## src/rtl/bcd_convert_seq.sv

```systemverilog
`default_nettype none
// ============================================================================
// Module  : bcd_convert_seq
// Brief   : Sequential double-dabble binary-to-BCD converter, one shift per
//           clock, with overflow saturation and leading-zero blank flags.
// Revision: 1.0 - initial release
// ============================================================================
module bcd_convert_seq #(
    parameter int WIDTH  = 8,
    parameter int DIGITS = 3
) (
    input  logic                  clk,
    input  logic                  reset,
    input  logic                  start,
    input  logic [WIDTH-1:0]      bin,
    output logic                  ready,
    output logic                  done,
    output logic [4*DIGITS-1:0]   bcd,
    output logic                  overflow,
    output logic [DIGITS-1:0]     blank
);

    function automatic logic [63:0] f_pow10(input int n);
        logic [63:0] r;
        r = 64'd1;
        for (int i = 0; i < n; i++) r = r * 64'd10;
        return r;
    endfunction

    localparam int              c_cw        = (WIDTH > 1) ? $clog2(WIDTH) : 1;
    localparam logic [c_cw-1:0] c_last      = c_cw'(WIDTH - 1);
    localparam logic [63:0]     c_max_dec   = f_pow10(DIGITS) - 64'd1;
    localparam logic [63:0]     c_max_bin   = (64'd1 << WIDTH) - 64'd1;
    localparam logic [DIGITS-1:0] c_blank_rst = ~DIGITS'(1);

    localparam logic [1:0] S_IDLE = 2'd0;
    localparam logic [1:0] S_CONV = 2'd1;
    localparam logic [1:0] S_DONE = 2'd2;

    logic [1:0]          r_state;
    logic [1:0]          w_state_next;
    logic [WIDTH-1:0]    r_sh;
    logic [4*DIGITS-1:0] r_acc;
    logic [c_cw-1:0]     r_cnt;
    logic                r_ovf_pend;
    logic                w_ovf;
    logic [4*DIGITS-1:0] w_adj;
    logic [4*DIGITS-1:0] w_acc_next;
    logic [WIDTH-1:0]    w_sh_next;
    logic                w_carry_unused;
    logic [4*DIGITS-1:0] w_bcd_final;
    logic [DIGITS-1:0]   w_blank;

    // Overflow is impossible when the widest input still fits the digit count.
    generate
        if (c_max_bin <= c_max_dec) begin : g_no_ovf
            assign w_ovf = 1'b0;
        end else begin : g_ovf
            logic [63:0] w_bin_ext;
            assign w_bin_ext = {{(64-WIDTH){1'b0}}, bin};
            assign w_ovf     = (w_bin_ext > c_max_dec);
        end
    endgenerate

    always_comb begin
        w_adj = '0;
        for (int i = 0; i < DIGITS; i++) begin
            w_adj[4*i +: 4] = (r_acc[4*i +: 4] >= 4'd5) ? r_acc[4*i +: 4] + 4'd3
                                                       : r_acc[4*i +: 4];
        end
    end

    assign {w_carry_unused, w_acc_next, w_sh_next} = {w_adj, r_sh, 1'b0};
    assign w_bcd_final = r_ovf_pend ? {DIGITS{4'd9}} : w_acc_next;

    // Blanking follows the displayed value, so a saturated result never blanks.
    always_comb begin
        w_blank = '0;
        for (int i = 1; i < DIGITS; i++) begin
            w_blank[i] = ((w_bcd_final >> (4*i)) == '0);
        end
    end

    always_ff @(posedge clk) begin
        if (reset) r_state <= S_IDLE;
        else       r_state <= w_state_next;
    end

    always_comb begin
        w_state_next = r_state;
        ready        = 1'b0;
        done         = 1'b0;
        case (r_state)
            S_IDLE: begin
                ready = 1'b1;
                if (start) w_state_next = S_CONV;
            end
            S_CONV: begin
                if (r_cnt == c_last) w_state_next = S_DONE;
            end
            S_DONE: begin
                done         = 1'b1;
                w_state_next = S_IDLE;
            end
            default: w_state_next = S_IDLE;
        endcase
    end

    always_ff @(posedge clk) begin
        if (reset) begin
            r_sh       <= '0;
            r_acc      <= '0;
            r_cnt      <= '0;
            r_ovf_pend <= 1'b0;
            bcd        <= '0;
            overflow   <= 1'b0;
            blank      <= c_blank_rst;
        end else begin
            case (r_state)
                S_IDLE: begin
                    if (start) begin
                        r_sh       <= bin;
                        r_acc      <= '0;
                        r_cnt      <= '0;
                        r_ovf_pend <= w_ovf;
                    end
                end
                S_CONV: begin
                    r_sh  <= w_sh_next;
                    r_acc <= w_acc_next;
                    r_cnt <= r_cnt + 1'b1;
                    if (r_cnt == c_last) begin
                        bcd      <= w_bcd_final;
                        overflow <= r_ovf_pend;
                        blank    <= w_blank;
                    end
                end
                default: ;
            endcase
        end
    end

endmodule
`default_nettype wire

```

## config.mk

```make
export PLATFORM = sky130hd
export DESIGN_NAME = bcd_convert_seq
export DESIGN_NICKNAME = d
export VERILOG_FILES = /design/src/rtl/bcd_convert_seq.sv
export SDC_FILE = /design/constraint.sdc
export NUM_CORES = 1
export LEC_CHECK = 0
export ABC_AREA = 1
export CORE_MARGIN = 2
export CORE_UTILIZATION = 55
export DETAILED_ROUTE_END_ITERATION = 8
export PLACE_DENSITY_LB_ADDON = 0.15
export SLEW_MARGIN = 25
export SYNTH_ARGS = -nofsm -noshare
export SYNTH_HDL_FRONTEND = slang
export SYNTH_SLANG_ARGS = --single-unit
export TNS_END_PERCENT = 30
```

## constraint.sdc

```tcl
create_clock -name clk -period 3.6 [get_ports clk]
set_input_delay 1.08 -clock clk [delete_from_list [all_inputs] [get_ports clk]]
set_output_delay 1.08 -clock clk [all_outputs]
set_load 0.05 [all_outputs]
```

Word level (Yosys, flattened, before mapping):

Cells that the tools add are included.

* flip-flop bits (word level): 39
* input bits: 11
* output and inout bits: 18
* logic and storage cells: 39

* add/sub/neg operators: 4
* magnitude comparators: 3
* eq/ne operators: 5
* muxes and demuxes: 14
* reductions and logical operators: 7

Operators by type and width (number)
* $logic_not A12 Y1: 2
* $pmux W12 S2: 1
* $pmux W8 S2: 1
* $ge A4 B3 Y1 const B: 3
* $mux W12: 1
* $add A4 B2 Y4 const B: 2
* $mux W4: 2
* $mux W8: 1
* $mux W3: 2
* $pmux W3 S2: 1
* $reduce_and A2 Y1: 3
* $mux W2: 2
* $ne A2 B2 Y1 const B: 2
* $pmux W2 S2: 1
* $add A3 B1 Y3 const B: 1
* $add A3 B2 Y3 const B: 1
* $eq A3 B3 Y1 const B: 1
* $eq A2 B1 Y1 const B: 1
* $eq A2 B2 Y1 const B: 1
* $logic_not A2 Y1: 1
* $mux W1: 2
* $reduce_bool A2 Y1: 1

Depth between registers and ports, before layout:

* word-level depth: 3
* depth in mapped cells: 12
* gate-level depth less buffers: 12

Worst setup path before layout:

Ideal clock, no wire load.

* path kind: register to output
* start point: register r_state[1]
* end point: output done
* arrival: 1.119 ns
* data required time: 2.520 ns
* slack: 1.401 ns
* cell stages (with the launch flop): 3
* buffers on the path: 0
* cells stage by stage: dfxtp_1 > inv_1 > nor2_1

* longest elaborated chain between the ends: 2

Ends and longest elaborated chain
* start: declaration: line 40 `logic [1:0] r_state;`
* start signal: assignment: line 86 `else r_state <= w_state_next;`
* $eq A2 B2 Y1: line 93 `case (r_state)`
* $mux W1: line 93
* end: declaration: line 17 `output logic done,`

No other way between the ends.

Worst setup path after layout:

Ends and elaborated chain as after synthesis.

==> impl_metrics.env <==
export IMPL_finalClockSkew_ns=0.00516
export IMPL_drtIter0Drc=141
export IMPL_status="complete, no violations"
export IMPL_syn_avg_cell_area_sq_um=7.04
export IMPL_crit_slowest_cell="clkdlybuf4s50_1"
export IMPL_dp_slack_ns=0.894
export IMPL_fin_setup_tns_ns=0
export IMPL_finalHoldViolCount=0
export IMPL_syn_inst=261
export IMPL_syn2layout_area_growth_pct=17.1
export IMPL_cts_tree="built"
export IMPL_vdd_drop_max_uv=315
export IMPL_synth_distinct_cells=21
export IMPL_hpwl_microns=2660
export IMPL_ys_ff_latch=39
export IMPL_setup_ws_ns=0.755
export IMPL_wl_met2_microns=1840
export IMPL_wl_met3_microns=188
export IMPL_post_cts_buffers=0
export IMPL_drc=0
export IMPL_grt_ovfl_total=0
export IMPL_post_cts_resized=0
export IMPL_grt_start_max_net_pins=22
export IMPL_wire_per_inst_microns=11.6
export IMPL_antenna_found_initial=0
export IMPL_path_class="register to output port"
export IMPL_holdWs_ns=0.472
export IMPL_grt_pass1_vias=1568
export IMPL_clk_pin_slew_ns=0.10
export IMPL_cts_max_path_buffers=2
export IMPL_crit_arrival_ns=1.77
export IMPL_finalSetupViolations=0
export IMPL_p_per_area_nw_per_um2=356
export IMPL_cts_hold_buf=0
export IMPL_layout_common_cells="nand2_1 (74), dfxtp_1 (39), nor2_1 (33), a21oi_1 (32), clkdlybuf4s50_1 (26)"
export IMPL_slowest_delay_ns=0.80
export IMPL_h_tree_depth=2
export IMPL_period_share=0.790
export IMPL_min_period_ns=2.85
export IMPL_row_count=20
export IMPL_gp_congestion=0.879
export IMPL_synth_area_sq_um=1840
export IMPL_first_pass_iters=4
export IMPL_layout_commonest_cell="nand2_1"
export IMPL_nets=303
export IMPL_cts_sinks=39
export IMPL_ioPinCount=29
export IMPL_yosys_warnings=0
export IMPL_power_leakage_nw=0.880
export IMPL_coreArea_sq_um=3100
export IMPL_wl_microns=3810
export IMPL_start_kind="register"
export IMPL_start_util=0.592
export IMPL_tightest_slew_ns=0.759
export IMPL_antenna_cells=0
export IMPL_cts_root_buf="clkbuf_4"
export IMPL_stdcell_count=329
export IMPL_drv_slew=0
export IMPL_place_inst=321
export IMPL_worstPathCellList="inv_1 > nor2_1 > clkdlybuf4s50_1"
export IMPL_viasPerCell=5.02
export IMPL_met1_length_microns=1720
export IMPL_ant_nets=0
export IMPL_crit_path_end_kind="output port"
export IMPL_fin_util=0.693
export IMPL_vias=1651
export IMPL_portBuffers=26
export IMPL_die_w_microns=61.8
export IMPL_grtUsageTotal=0.234
export IMPL_die_area_sq_um=3820
export IMPL_nFillCells=301
export IMPL_cts_buffers_inserted=5
export IMPL_critPathMaxFanout=3
export IMPL_worstSkewPairLatency_ns=0.35
export IMPL_slew_headroom=0.494
export IMPL_drv_cap=0
export IMPL_yosysSeqAreaShare=0.425
export IMPL_cp_data_required_time_ns=2.52
export IMPL_rsz0062_at_grt="false"
export IMPL_highest_layer="met4"
export IMPL_die_h_microns=61.8
export IMPL_grt_pass1_wl_microns=6450
export IMPL_hold_path_class="register to register"
export IMPL_drive_gt1_frac=0.0491
export IMPL_fmax_ghz=0.351
## layer usage
| metal | GRT usage | up-vias |
|---|---|---|
| met3 | 0.0807 | 4 |
| met2 | 0.414 | 30 |
| met1 | 0.261 | 746 |
| met4 | 0.0821 | 0 |
| met5 | 0 | - |
| li1 | - | 871 |
## sequential cells by signal, summed over array words and instances (netlist names)
register / cells
blank: 2
r_cnt: 3
bcd: 12
r_acc: 12
r_state: 2
r_sh: 8
## stage by stage
| step | instance area (sq um) | total power [mW] |
|---|---|---|
| after floorplan | 1840 | 0.504 |
| final | 2150 | 0.765 |
| after global placement | 2080 | 0.520 |
| after detailed placement | 2080 | 0.521 |
| after CTS | 2150 | 0.769 |
| after global routing | 2150 | 0.797 |
## worst max-delay path, delay by kind of cell, from the launching register on
family | cells | cell delay [ns]
buffers and inverters | 2 | 0.91
DFF | 1 | 0.41
and+or+nand+nor | 1 | 0.09
## Yosys cell counts
master | count | area share
nand2_1 | 74 | 0.15
dfxtp_1 | 39 | 0.43
nor2_1 | 33 | 0.067
a21oi_1 | 32 | 0.087
inv_1 | 20 | 0.041
o21ai_0 | 18 | 0.049
nand3_1 | 13 | 0.035
ha_1 | 8 | 0.054
buf_4 | 4 | 0.016
clkbuf_1 | 4 | 0.0082
buf_6 | 3 | 0.018
buf_2 | 2 | 0.0054
inv_2 | 2 | 0.0041
o21a_1 | 2 | 0.0082
a21o_1 | 1 | 0.0041
conb_1 | 1 | 0.0020
nand2_2 | 1 | 0.0034
nand4_1 | 1 | 0.0034
nor2_4 | 1 | 0.0061
o21ai_2 | 1 | 0.0048
xor2_1 | 1 | 0.0048
## report_power, final
group	switching, mW	internal (mW)
Sequential	0.00674	0.441
Clock	0.139	0.115
Combinational	0.0391	0.0237
Total	0.185	0.580
## area by class of cell
cell class              instances  area, sq um  share of cell area
multi-input cells             188          888               0.413
flip-flops and latches         39          781               0.363
repair buffers                 28          275               0.128
inverters                      22         82.6              0.0384
clock buffers                   8         68.8              0.0320
well taps                      44         55.1              0.0256
## cell families after synthesis
family | after synthesis | synth area share
fa+ha+maj | 8 | 0.0545
other cells | 1 | 0.00204
xor+xnor | 1 | 0.00477
flops | 39 | 0.425
simple gates | 123 | 0.267
buf+inv | 35 | 0.0933
compound gates | 54 | 0.153
## worst paths after layout
path | depth (start not counted) | from | slack [ns] | to
hold / removal | 1 | r_cnt[0]$_SDFFE_PP0P_ | 0.47 | r_cnt[0]$_SDFFE_PP0P_
setup reg to reg | 8 | r_cnt[0]$_SDFFE_PP0P_ | 1.84 | bcd[6]$_SDFFE_PP0P_
setup / recovery | 3 | r_state[1]$_SDFFE_PP0P_ | 0.75 | done
hold reg to reg | 1 | r_cnt[0]$_SDFFE_PP0P_ | 0.47 | r_cnt[0]$_SDFFE_PP0P_
No activity file was read; power rests on OpenSTA's default activity.
